File: src/rtl/pipelined_carry_select_adder_if.sv
// Stream bundle for the pipelined carry-select adder: operand beat in, result beat out.
// The master side drives operands and result backpressure; the slave side is the adder.
interface pipelined_carry_select_adder_if #(
    parameter int WIDTH = 16
);
    logic             in_valid;
    logic             in_ready;
    logic [WIDTH-1:0] a;
    logic [WIDTH-1:0] b;
    logic             cin;
    logic             sub;
    logic             out_valid;
    logic             out_ready;
    logic [WIDTH-1:0] sum;
    logic             cout;
    logic             ovf;
    logic             zero;

    modport master (
        output in_valid, a, b, cin, sub, out_ready,
        input  in_ready, out_valid, sum, cout, ovf, zero
    );

    modport slave (
        input  in_valid, a, b, cin, sub, out_ready,
        output in_ready, out_valid, sum, cout, ovf, zero
    );
endinterface

File: src/rtl/pipelined_carry_select_adder.sv
// Pipelined carry-select adder/subtractor: one SEG_W-bit segment resolved per stage,
// each segment choosing between precomputed carry-0 and carry-1 sums.
module pipelined_carry_select_adder #(
    parameter int WIDTH = 16,
    parameter int SEG_W = 4
) (
    input  logic                          clk,
    input  logic                          rst_n,
    pipelined_carry_select_adder_if.slave bus
);
    localparam int NSEG = WIDTH / SEG_W;
    localparam int LAST = NSEG - 1;

    logic             stall;
    logic             advance;
    logic [WIDTH-1:0] b_eff;
    logic             cin_eff;

    // The whole pipeline moves in lockstep, so a single stall freezes every stage.
    assign stall        = bus.out_valid & ~bus.out_ready;
    assign advance      = ~stall;
    assign bus.in_ready = ~stall;

    assign b_eff   = bus.sub ? ~bus.b : bus.b;
    assign cin_eff = bus.sub | bus.cin;

    for (genvar gi = 0; gi < NSEG; gi++) begin : g_stage
        // Operand bits still waiting for later stages, and result bits resolved so far.
        localparam int REM = WIDTH - (gi + 1) * SEG_W;
        localparam int RES = (gi + 1) * SEG_W;
        localparam int SRC = WIDTH - gi * SEG_W;

        logic [SRC-1:0]   src_a;
        logic [SRC-1:0]   src_b;
        logic             src_v;
        logic             src_c;
        logic [SEG_W:0]   s0;
        logic [SEG_W:0]   s1;
        logic [SEG_W:0]   sel;
        logic [RES-1:0]   res_d;
        logic [RES-1:0]   res_q;
        logic             v_d;
        logic             v_q;
        logic             c_d;
        logic             c_q;

        if (gi == 0) begin : g_head
            assign src_v = bus.in_valid;
            assign src_a = bus.a;
            assign src_b = b_eff;
            assign src_c = cin_eff;

            always_comb begin
                res_d = res_q;
                if (advance) begin
                    res_d = sel[SEG_W-1:0];
                end
            end
        end else begin : g_body
            assign src_v = g_stage[gi-1].v_q;
            assign src_a = g_stage[gi-1].g_fwd.a_q;
            assign src_b = g_stage[gi-1].g_fwd.b_q;
            assign src_c = g_stage[gi-1].c_q;

            always_comb begin
                res_d = res_q;
                if (advance) begin
                    res_d = {sel[SEG_W-1:0], g_stage[gi-1].res_q};
                end
            end
        end

        // Both candidate sums exist before the carry arrives; the carry only drives the mux.
        always_comb begin
            s0  = {1'b0, src_a[SEG_W-1:0]} + {1'b0, src_b[SEG_W-1:0]};
            s1  = {1'b0, src_a[SEG_W-1:0]} + {1'b0, src_b[SEG_W-1:0]}
                + {{SEG_W{1'b0}}, 1'b1};
            sel = src_c ? s1 : s0;
            v_d = advance ? src_v : v_q;
            c_d = advance ? sel[SEG_W] : c_q;
        end

        always_ff @(posedge clk) begin
            if (!rst_n) begin
                v_q   <= 1'b0;
                c_q   <= 1'b0;
                res_q <= '0;
            end else begin
                v_q   <= v_d;
                c_q   <= c_d;
                res_q <= res_d;
            end
        end

        if (REM > 0) begin : g_fwd
            logic [REM-1:0] a_d;
            logic [REM-1:0] a_q;
            logic [REM-1:0] b_d;
            logic [REM-1:0] b_q;

            always_comb begin
                a_d = a_q;
                b_d = b_q;
                if (advance) begin
                    a_d = src_a[SRC-1:SEG_W];
                    b_d = src_b[SRC-1:SEG_W];
                end
            end

            always_ff @(posedge clk) begin
                if (!rst_n) begin
                    a_q <= '0;
                    b_q <= '0;
                end else begin
                    a_q <= a_d;
                    b_q <= b_d;
                end
            end
        end
    end

    logic msb_cin;
    logic ovf_d;
    logic ovf_q;
    logic zero_d;
    logic zero_q;

    // Carry into the MSB is recovered from the top segment's MSB sum bit and its operands.
    always_comb begin
        msb_cin = g_stage[LAST].src_a[SEG_W-1] ^ g_stage[LAST].src_b[SEG_W-1]
                ^ g_stage[LAST].sel[SEG_W-1];
        ovf_d   = advance ? (msb_cin ^ g_stage[LAST].sel[SEG_W]) : ovf_q;
        zero_d  = advance ? (g_stage[LAST].src_v & ~|g_stage[LAST].res_d) : zero_q;
    end

    always_ff @(posedge clk) begin
        if (!rst_n) begin
            ovf_q  <= 1'b0;
            zero_q <= 1'b0;
        end else begin
            ovf_q  <= ovf_d;
            zero_q <= zero_d;
        end
    end

    assign bus.out_valid = g_stage[LAST].v_q;
    assign bus.sum       = g_stage[LAST].res_q;
    assign bus.cout      = g_stage[LAST].c_q;
    assign bus.ovf       = ovf_q;
    assign bus.zero      = zero_q;
endmodule

File: src/flat_wrapper.sv
// flat-port wrapper written by rule: the top's interface ports become plain ports
module pipelined_carry_select_adder_flat 
#(
    parameter int WIDTH = 16,
    parameter int SEG_W = 4
)
  (clk, rst_n, bus_in_valid, bus_a, bus_b, bus_cin, bus_sub, bus_out_ready, bus_in_ready, bus_out_valid, bus_sum, bus_cout, bus_ovf, bus_zero);
  pipelined_carry_select_adder_if #(.WIDTH(WIDTH)) bus_i ();
  input  logic clk;
  input  logic rst_n;
  input wire logic [$bits(bus_i.in_valid)-1:0] bus_in_valid;
  input wire logic [$bits(bus_i.a)-1:0] bus_a;
  input wire logic [$bits(bus_i.b)-1:0] bus_b;
  input wire logic [$bits(bus_i.cin)-1:0] bus_cin;
  input wire logic [$bits(bus_i.sub)-1:0] bus_sub;
  input wire logic [$bits(bus_i.out_ready)-1:0] bus_out_ready;
  output wire logic [$bits(bus_i.in_ready)-1:0] bus_in_ready;
  output wire logic [$bits(bus_i.out_valid)-1:0] bus_out_valid;
  output wire logic [$bits(bus_i.sum)-1:0] bus_sum;
  output wire logic [$bits(bus_i.cout)-1:0] bus_cout;
  output wire logic [$bits(bus_i.ovf)-1:0] bus_ovf;
  output wire logic [$bits(bus_i.zero)-1:0] bus_zero;
  assign bus_i.in_valid = bus_in_valid;
  assign bus_i.a = bus_a;
  assign bus_i.b = bus_b;
  assign bus_i.cin = bus_cin;
  assign bus_i.sub = bus_sub;
  assign bus_i.out_ready = bus_out_ready;
  assign bus_in_ready = bus_i.in_ready;
  assign bus_out_valid = bus_i.out_valid;
  assign bus_sum = bus_i.sum;
  assign bus_cout = bus_i.cout;
  assign bus_ovf = bus_i.ovf;
  assign bus_zero = bus_i.zero;
  pipelined_carry_select_adder #(.WIDTH(WIDTH), .SEG_W(SEG_W)) u_core (.clk(clk), .rst_n(rst_n), .bus(bus_i));
endmodule
File: config.mk
export PLATFORM = sky130hd
export DESIGN_NAME = pipelined_carry_select_adder_flat
export DESIGN_NICKNAME = d
export VERILOG_FILES = /design/src/rtl/pipelined_carry_select_adder_if.sv /design/src/rtl/pipelined_carry_select_adder.sv /design/src/flat_wrapper.sv
export SDC_FILE = /design/constraint.sdc
export NUM_CORES = 1
export LEC_CHECK = 0
export BUFFER_PORTS_ARGS = -buffer_cell sky130_fd_sc_hd__buf_2
export CELL_PAD_IN_SITES_DETAIL_PLACEMENT = 1
export CELL_PAD_IN_SITES_GLOBAL_PLACEMENT = 1
export CORE_ASPECT_RATIO = 0.9
export CORE_MARGIN = 4
export CORE_UTILIZATION = 43
export DETAILED_ROUTE_END_ITERATION = 12
export GPL_TIMING_DRIVEN = 0
export MAX_ROUTING_LAYER = met4
export PLACE_DENSITY = 0.76
export SLEW_MARGIN = 40
export SYNTH_ARGS = -nofsm -noshare
export SYNTH_HDL_FRONTEND = slang
export SYNTH_SLANG_ARGS = --single-unit
File: constraint.sdc
create_clock -name clk -period 2.75 [get_ports clk]
set_input_delay 0.4125 -clock clk [delete_from_list [all_inputs] [get_ports clk]]
set_output_delay 0.4125 -clock clk [all_outputs]
set_load 0.005 [all_outputs]
==> metrics.cfg, run 1 <==
[setup_path]
path_class = flip-flop to primary output
required_ns = 2.34
crit_arrival_ns = 2.07
crit_slowest_cell = buf_1
cp-start-kind = flip-flop
path_cells = nor2b_1, clkbuf_1, inv_1, buf_2, buf_1, buf_2
crit_fanout = 10
cpMostUsedCell = buf_2
crit_path_end_kind = primary output
max_stage_delay_ns = 0.49

[drt]
wl_met3_um = 478
drcViolationCount = 0
dr.pass1.iters = 4
vias = 3917
drt_iter0_drc = 200
antenna_left = 0
met1Wirelength_mm = 5.563
wl_per_cell_um = 16.84
routed_wl_mm = 12.29
topRoutingLayerUsed = met4
wl_met2_mm = 6.036
via_per_inst = 5.366

[finish]
drive_gt1_frac = 0.1391
finish.instance_area_sq_um = 5194
finish.utilization = 0.5262
syn2layout_area_growth_pct = 17.43
final_nets = 662
layout.cells.non_filler = 730
diodes = 0

[global_routing]
grt_pass1_wl_mm = 20.57
grt_pass1_vias = 4077
grt_usage = 0.2219
antenna_found_initial = 0
grt_max_degree = 16
grt-ovfl-total = 0

[power]
vdd_drop_max_mv = 0.3130
power_leakage_nw = 2.236
powerDensity_nw_per_um2 = 661.6

[cts]
ctsHoldBuffers = 0
cts_max_level = 3
ctsResizeCount = 0
clk_pin_slew_ns = 0.07
clock_path_buffers = 2
cts_setup_buffers = 0
clock-sinks = 98
worstSkewPairLatency_ns = 0.35
cts_tree = yes
cts_root_buffer = clkbuf_16
cts_made_buffers = 9

[sta]
fin_crit_sh = 0.9009
maxSlewViolCount = 0
fin_skew_ns = 0.005503
hold_viol = 0
fmax_mhz = 403.6
finalCriticalPeriod_ns = 2.478
timing.max_slew.rel_slack = 0.6119
tightest_slew_ns = 0.5821
rsz0062_at_grt = false
setup_viol = 0
whs_ns = 0.3010

[placed_design]
dp.cells = 715
portBuffers = 56
gp_congestion = 0.8501
placed_area_sq_um = 4861
hpwl_mm = 9.199

[yosys]
yosysUniqueCellTypes = 41
syn_area_per_cell_sq_um = 8.298
syn-num-nets = 595
synth_top_area_cell = dfxtp_1
ys_warn_count = 0
netlist_area_sq_um = 4423
netlist_instances = 533
synth_top_area_share = 0.4436
synth-seq-area-share = 0.4436
synth_area_leaders = dfxtp_1, nand2_1, a21oi_1
ys_seq_elements = 98

[floorplan]
ios = 59
die_x_um = 114.9
coreArea_sq_um = 9869
dieArea_sq_um = 11970
dieHeight_um = 104.2
core.rowCount = 34
start_util = 0.4481

[flow_run]
maxCapViolations = 0

[min_path]
holdCritPathClass = primary input to flip-flop

[run_status]
status = finished clean

-- layout by cell type, fill, tap and decap left out, drive strengths merged --
cell / n
nand2: 143
dfxtp: 98
a21oi: 77
buf: 68
nor2: 36
clkbuf: 34
xnor2: 23
a211oi: 23
ha: 20
xor2: 12
inv: 7
nand3: 7
a21o: 7
nand4: 5
o21ai: 4
mux2i: 4
fa: 4
a211o: 3
bufinv: 3
and3: 3
nor2b: 2
o211ai: 2
and2: 2
nor4b: 2
nor4: 2
o2111ai: 2
or3: 2
clkinv: 2
nor3: 1
or4: 1
xnor3: 1
nor3b: 1
a31o: 1
a311oi: 1
o31ai: 1
-- path summary, 6_finish.rpt --
| path | startpoint | endpoint | slack (ns) | depth (start not counted) |
|---|---|---|---|---|
| hold reg to reg | u_core.bus.sum[5]$_SDFF_PN0_ | u_core.bus.sum[5]$_SDFF_PN0_ | 0.45 | 2 |
| setup / recovery | u_core.bus.out_valid$_SDFFE_PN0N_ | bus_in_ready | 0.27 | 6 |
| setup reg to reg | u_core.g_stage[2].g_fwd.b_q[0]$_SDFFE_PN0N_ | u_core.bus.ovf$_SDFFE_PN0N_ | 0.37 | 8 |
| hold / removal | bus_a[9] | u_core.g_stage[0].g_fwd.a_q[5]$_SDFFE_PN0N_ | 0.30 | 3 |
-- report_power, final --
part           leakage, nW  switching (mW)  total [mW]  internal (mW)
registers            0.805          0.0734        1.59           1.52
clock network        0.163           0.543        1.43          0.884
logic                 1.27           0.232       0.416          0.184
total                 2.24           0.848        3.44           2.59
-- area by class of cell --
| type | instances | area [sq um] |
|---|---|---|
| clock inverter | 5 | 103.9 |
| inverter | 7 | 26.28 |
| tap | 126 | 157.7 |
| timing repair buffer | 56 | 280.3 |
| fill | 1208 | 4676 |
| multi-input combinational | 392 | 2287 |
| clock buffer | 10 | 229.0 |
| buffer | 36 | 147.6 |
| sequential | 98 | 1962 |
-- routing by layer --
layer | up-vias | GRT usage
met5 | - | -
met4 | 0 | 0.06370
met3 | 19 | 0.04363
met2 | 78 | 0.3665
met1 | 1890 | 0.2740
li1 | 1930 | -
-- synth_stat cells --
cell	n
or4_1	1
nor3_1	1
o211ai_1	2
or3_1	2
clkbuf_1	24
nor2_1	35
xor2_1	11
and3_1	2
nor2_4	1
a31o_1	1
inv_1	7
o21ai_0	4
and3_2	1
a21oi_1	77
nor2b_1	2
xor2_2	1
and2_1	2
a211oi_1	22
nand2_1	143
nor3b_1	1
ha_1	20
nand4_1	4
mux2i_1	4
xnor3_1	1
nand4_2	1
buf_1	4
xnor2_1	23
nor4b_1	2
fa_1	4
a211oi_2	1
dfxtp_1	98
o31ai_1	1
a21o_2	1
buf_2	7
a211o_1	3
buf_4	1
a311oi_1	1
a21o_1	6
o2111ai_1	2
nor4_1	2
nand3_1	7
-- worst max-delay path: cells and delay by family (launching register included) --
family / cells / cell delay, ns
buf+inv: 5 / 1.27
flops: 1 / 0.32
simple gates: 1 / 0.12
-- stage by stage --
stage / total power, mW / worst slack [ns] / setup TNS, ns
6_report: 3.436 / 0.2724 / 0
3_5_place_dp: 2.035 / -0.04389 / -0.05144
3_3_place_gp: 2.014 / 0.07843 / 0
2_1_floorplan: 1.886 / 0.2382 / 0
4_1_cts: 3.462 / 0.2713 / 0
5_1_grt: 3.576 / 0.1869 / 0
-- sequential cells by signal, summed over array words and instances (netlist names), 3 cells and up --
register	cells
u_core.bus.sum	16
u_core.g_stage.g_fwd.a_q	24
u_core.g_stage.g_fwd.b_q	24
u_core.g_stage.v_q	3
u_core.g_stage.res_q	24
u_core.g_stage.c_q	3
-- logic make-up (layout without fill, tap and decap cells) --
| family | count (synthesis) | after routing | synth area share |
|---|---|---|---|
| buffers and inverters | 43 | 114 | 0.03932 |
| multiplexers | 4 | 4 | 0.009053 |
| AO/OA/AOI/OAI | 121 | 121 | 0.1629 |
| adder cells (fa/ha/maj) | 24 | 24 | 0.07468 |
| XOR/XNOR | 36 | 36 | 0.07610 |
| flip-flops | 98 | 98 | 0.4436 |
| AND/OR/NAND/NOR | 207 | 207 | 0.1943 |
No activity file was read; power rests on OpenSTA's default activity.
==> inputs of run 2 (changes only) <==
--- a/config.mk
+++ b/config.mk
@@ -10,11 +10,11 @@
 export CELL_PAD_IN_SITES_GLOBAL_PLACEMENT = 1
 export CORE_ASPECT_RATIO = 0.9
 export CORE_MARGIN = 4
-export CORE_UTILIZATION = 43
+export CORE_UTILIZATION = 46
 export DETAILED_ROUTE_END_ITERATION = 12
 export GPL_TIMING_DRIVEN = 0
 export MAX_ROUTING_LAYER = met4
-export PLACE_DENSITY = 0.76
+export PLACE_DENSITY = 0.81
 export SLEW_MARGIN = 40
 export SYNTH_ARGS = -nofsm -noshare
 export SYNTH_HDL_FRONTEND = slang
==> constraint.sdc (replaced) <==
create_clock -name clk -period 3.1 [get_ports clk]
set_input_delay 0.465 -clock clk [delete_from_list [all_inputs] [get_ports clk]]
set_output_delay 0.465 -clock clk [all_outputs]
set_load 0.005 [all_outputs]
==> run 2 against run 1 <==
First-iteration DRC count fell by 8.5%. Clock power fell by 42%. Power fell by 24%. Design area fell by 2.8%. Sequential share of layout area rose by 1.1 points. Clock-buffer cell count rose by 1. Register-to-register slack improved by 0.37 ns. Largest cell class unchanged. Largest power group unchanged.
==> metrics.cfg, run 2 (synthesized netlist as in run 1, its figures left out) <==
[sta]
rsz0062_at_grt = false
tightest_slew_ns = 0.5468
fin_ws_ns = 0.6165
finalSetupTns_ns = 0
fmax_mhz = 402.7
fin_skew_ns = 0.01172
hold_viol = 0
finalCriticalPeriod_ns = 2.483
setup_viol = 0
timing.max_slew.rel_slack = 0.6354
maxSlewViolCount = 0
fin_crit_sh = 0.8011

[global_routing]
grt-ovfl-total = 0
grt_pass1_vias = 4022
grt_usage = 0.2222
grt_max_degree = 16
grt_pass1_wl_mm = 19.55
antenna_found_initial = 0

[cts]
clock-sinks = 98
clk_pin_slew_ns = 0.09
cts_root_buffer = clkbuf_8
worstSkewPairLatency_ns = 0.36
ctsHoldBuffers = 0
cts_setup_buffers = 0
cts_made_buffers = 9
cts_tree = yes
ctsResizeCount = 0
clock_path_buffers = 2
cts_max_level = 3

[finish]
top_regs = u_core.g_stage.g_fwd.a_q: 24 flops, u_core.g_stage.g_fwd.b_q: 24 flops, u_core.g_stage.res_q: 24 flops
drive_gt1_frac = 0.1391
fillers = 1179
finish.utilization = 0.5459
syn2layout_area_growth_pct = 14.14
final_common_cell = nand2_1
multi_input_area_sq_um = 2287
seqCellArea_sq_um = 1962
diodes = 0
most-common-layout-cells = nand2_1, dfxtp_1, a21oi_1
layout.cells.non_filler = 726
final_nets = 662

[placed_design]
portBuffers = 56
place_ws_ns = 0.2400
hpwl_mm = 9.072
gp_congestion = 0.8475
dp.cells = 711

[floorplan]
core.rowCount = 33
coreArea_sq_um = 9249
dieHeight_um = 101.0
start_util = 0.4782
ios = 59
dieArea_sq_um = 11250
die_x_um = 111.4

[drt]
drt_iter0_drc = 183
met1Wirelength_mm = 5.246
drcViolationCount = 0
via_per_inst = 5.242
wl_met2_mm = 5.783
vias = 3806
wl_per_cell_um = 16.12
wl_met3_um = 483
topRoutingLayerUsed = met4
antenna_left = 0
routed_wl_mm = 11.71
dr.pass1.iters = 4

[power]
comb_power_share = 0.141
vdd_drop_max_mv = 0.2574
total_power_mw = 2.604
powerDensity_nw_per_um2 = 515.7
swShare = 0.2688
power_leakage_nw = 2.169
intPower_mw = 1.904
p_seq_frac = 0.541
power.switching_mw = 0.6999
clockPowerShare = 0.318

[setup_path]
required_ns = 2.63
r2r-start = u_core.g_stage[2].g_fwd.b_q[0]$_SDFFE_PN0N_
crit_arrival_ns = 2.02
cp-start-kind = flip-flop
worstSetupStartpoint = u_core.bus.out_valid$_SDFFE_PN0N_
crit_fanout = 10
path_class = flip-flop to primary output
crit_path_end_kind = primary output

[min_path]
hp-start = bus_a[8]
holdCritPathClass = primary input to flip-flop

[flow_run]
maxCapViolations = 0

[run_status]
status = finished clean

[run 2: cell types whose count changed in the layout (fill, tap and decap cells not counted)]
cell	change
inv_6	+1
clkbuf_16	-9
bufinv_16	-2
clkinvlp_4	+1
clkinv_4	-1
clkbuf_8	+10
[run 2: worst paths after layout]
check                                                              endpoint  slack (ns)  cells after the start
worst min-delay path            u_core.g_stage[0].g_fwd.a_q[4]$_SDFFE_PN0N_        0.34                      3
worst max-delay path                                           bus_in_ready        0.62                      6
worst min register to register                 u_core.bus.sum[3]$_SDFF_PN0_        0.45                      2
worst max register to register                  u_core.bus.ovf$_SDFFE_PN0N_        0.74                      8
[run 2: per-stage QoR]
step / hold WS, ns / area [sq um]
global placement: 0.4356 / 4856
global route: 0.3374 / 5049
detailed placement: 0.4443 / 4856
finish: 0.3380 / 5049
floorplan: 0.4321 / 4423
CTS: 0.3255 / 5049
[run 2: routing by layer]
| metal | vias up | track usage |
|---|---|---|
| li1 | 1925 | - |
| met1 | 1790 | 0.2666 |
| met5 | - | - |
| met2 | 74 | 0.3904 |
| met3 | 17 | 0.03601 |
| met4 | 0 | 0.06174 |
[run 2: layout make-up]
class,count,share of cell area
multi-input cells,392,0.4530
flip-flops and latches,98,0.3886
repair buffers,56,0.05551
well taps,122,0.03024
plain buffers,36,0.02924
clock buffers,11,0.02801
clock inverters,4,0.01016
inverters,7,0.005204
[run 2: power by group through the flow]
| stage | clock, mW | sequential, mW | combinational [mW] |
|---|---|---|---|
| 6_report | 0.828 | 1.41 | 0.367 |
| 5_1_grt | 0.895 | 1.42 | 0.413 |
| 4_1_cts | 0.849 | 1.41 | 0.373 |
| 3_5_place_dp | 0 | 1.44 | 0.369 |
| 3_3_place_gp | 0 | 1.43 | 0.349 |
| 2_1_floorplan | 0 | 1.42 | 0.257 |
[run 2: critical path, cell delays in order (launching register included)]
cell	delay, ns
dfxtp_1	0.33
nor2b_1	0.13
clkbuf_1	0.15
inv_1	0.11
buf_2	0.25
buf_1	0.47
buf_2	0.21
==> inputs of run 3 (changes only) <==
--- a/config.mk
+++ b/config.mk
@@ -10,11 +10,11 @@
 export CELL_PAD_IN_SITES_GLOBAL_PLACEMENT = 1
 export CORE_ASPECT_RATIO = 0.9
 export CORE_MARGIN = 4
-export CORE_UTILIZATION = 46
+export CORE_UTILIZATION = 39
 export DETAILED_ROUTE_END_ITERATION = 12
 export GPL_TIMING_DRIVEN = 0
 export MAX_ROUTING_LAYER = met4
-export PLACE_DENSITY = 0.81
+export PLACE_DENSITY = 0.73
 export SLEW_MARGIN = 40
 export SYNTH_ARGS = -nofsm -noshare
 export SYNTH_HDL_FRONTEND = slang
==> constraint.sdc (replaced) <==
create_clock -name clk -period 2 [get_ports clk]
set_input_delay 0.3 -clock clk [delete_from_list [all_inputs] [get_ports clk]]
set_output_delay 0.3 -clock clk [all_outputs]
set_load 0.005 [all_outputs]
==> run 3 against run 2 <==
The run now ends with negative setup slack left. Clock skew down 0.0028 ns. Non-clock buffer count grew 3. Setup slack got worse by 0.69 ns. Wire length up 4.9%. First-iteration DRC count fell by 16%. Register-to-register slack got worse by 0.82 ns. Sequential power rose by 55%. Combinational power rose by 69%. Die area grew 17%. Power up 77%. Largest cell class unchanged. Highest routed layer unchanged.
==> metrics.cfg, run 3 (synthesized netlist as in run 1, its figures left out) <==
[finish]
final_nets = 665
drive_gt1_frac = 0.1875
top_regs = u_core.g_stage.g_fwd.a_q: 24 flops, u_core.g_stage.g_fwd.b_q: 24 flops, u_core.g_stage.res_q: 24 flops
diodes = 0
finish.instance_area_sq_um = 5366
most-common-layout-cells = nand2_1, dfxtp_1, a21oi_1
syn2layout_area_growth_pct = 21.33
fillers = 1352
final_common_cell = nand2_1

[run_status]
status = complete, but fails checks
failed_checks = negative setup slack

[placed_design]
placed_area_sq_um = 4981
place_ws_ns = -0.4308
hpwl_mm = 9.342
portBuffers = 56
gp_congestion = 0.8085

[drt]
drt_iter0_drc = 153
vias = 3863
routed_wl_mm = 12.28
via_per_inst = 5.083
dr.pass1.iters = 4
antenna_left = 0
drcViolationCount = 0
wl_per_cell_um = 16.15

[power]
power.switching_mw = 1.221
vdd_drop_max_mv = 0.6109
intPower_mw = 3.392
clockPowerShare = 0.392
power_leakage_nw = 2.243
total_power_mw = 4.613
p_seq_frac = 0.474
swShare = 0.2647
powerDensity_nw_per_um2 = 859.7
comb_power_share = 0.135

[setup_path]
path_cells = ha_4, fa_2, ha_4, nand2_2, xor2_1, a21oi_1, nor3b_1, a31o_1
crit_path_end_kind = flip-flop
crit_family = adder cells
required_ns = 2.24
max_stage_delay_ns = 0.56
path_class = flip-flop to flip-flop
crit_arrival_ns = 2.32
crit_buf_inv = 0
crit_slowest_cell = fa_2
cpMostUsedCell = ha_4
crit_fanout = 3
cp-start-kind = flip-flop
r2r_slack_ns = -0.08

[sta]
fmax_mhz = 481.8
hold_viol = 0
maxSlewViolCount = 0
fin_ws_ns = -0.07563
setup_viol = 2
fin_crit_sh = 1.038
fin_skew_ns = 0.008912
finalSetupTns_ns = -0.1334
rsz0062_at_grt = true
tightest_slew_ns = 0.5694
whs_ns = 0.1846
timing.max_slew.rel_slack = 0.6204
finalCriticalPeriod_ns = 2.076

[cts]
cts_tree = yes
clock-sinks = 98
worstSkewPairLatency_ns = 0.35
cts_max_level = 3
clk_pin_slew_ns = 0.07
clock_path_buffers = 2
cts_root_buffer = clkbuf_16
ctsHoldBuffers = 0
cts_made_buffers = 9

[floorplan]
start_util = 0.4041
ios = 59
dieHeight_um = 109.0
dieArea_sq_um = 13110
coreArea_sq_um = 10950
core.rowCount = 36
die_x_um = 120.3

[global_routing]
grt_pass1_wl_mm = 20.43
grt_usage = 0.2068
antenna_found_initial = 0
grt_pass1_vias = 4060
grt_max_degree = 18
grt-ovfl-total = 0

[flow_run]
maxCapViolations = 0

[min_path]
holdCritPathClass = primary input to flip-flop

-- run 3: power by group through the flow --
stage | sequential, mW | clock (mW) | combinational, mW
after floorplan | 2.20 | 0 | 0.429
after global placement | 2.22 | 0 | 0.580
after detailed placement | 2.23 | 0 | 0.610
after CTS | 2.19 | 1.84 | 0.624
after global routing | 2.20 | 1.92 | 0.699
final | 2.19 | 1.81 | 0.621
-- run 3: final timing paths --
kind,startpoint,end,cells after the start
max,u_core.g_stage[2].g_fwd.b_q[0]$_SDFFE_PN0N_,u_core.bus.zero$_SDFFE_PN0N_,8
min,bus_a[8],u_core.g_stage[0].g_fwd.a_q[4]$_SDFFE_PN0N_,3
max reg2reg,u_core.g_stage[2].g_fwd.b_q[0]$_SDFFE_PN0N_,u_core.bus.zero$_SDFFE_PN0N_,8
min reg2reg,u_core.bus.cout$_SDFFE_PN0N_,u_core.bus.cout$_SDFFE_PN0N_,2
-- run 3: repair_timing --
| item | CTS | global route |
|---|---|---|
| pin swaps | 6 | 6 |
| setup buffers | 2 | 1 |
| endpoints found under the setup margin | 6 | 7 |
| gates resized for setup | 10 | 7 |
-- run 3: stage by stage --
step / cells / util
after floorplan: 533 / -
after global placement: 741 / 0.4551
after detailed placement: 741 / 0.4551
after CTS: 759 / 0.4879
after global routing: 760 / 0.4903
final: 760 / 0.4903
-- run 3: cell type report --
cell class                      instances  area, sq um  area share
Multi-Input combinational cell        392         2392      0.4458
Sequential cell                        98         1966      0.3663
Timing Repair Buffer                   59        302.8     0.05642
Clock buffer                           10        239.0     0.04453
Tap cell                              152        190.2     0.03544
Buffer                                 36        177.7     0.03311
Clock inverter                          6        72.57     0.01352
Inverter                                7        26.28    0.004896
-- run 3: per-layer routing --
| metal | part of all wire | GRT usage | up-vias | routed length [um] |
|---|---|---|---|---|
| li1 | - | - | 1929 | - |
| met1 | 0.43 | 0.2337 | 1852 | 5312 |
| met2 | 0.50 | 0.3698 | 68 | 6197 |
| met3 | 0.046 | 0.04876 | 14 | 570 |
| met4 | 0.016 | 0.05663 | 0 | 194 |
| met5 | 0 | - | - | 0 |
-- run 3: worst reg2reg max path: cells and delay by family (launching register included) --
family	cells	cell delay (ns)
and+or+nand+nor	2	0.15
AOI/OAI and AO/OA	2	0.42
xor gates and xnor gates	1	0.17
DFF	1	0.34
adders and majority gates	3	0.87
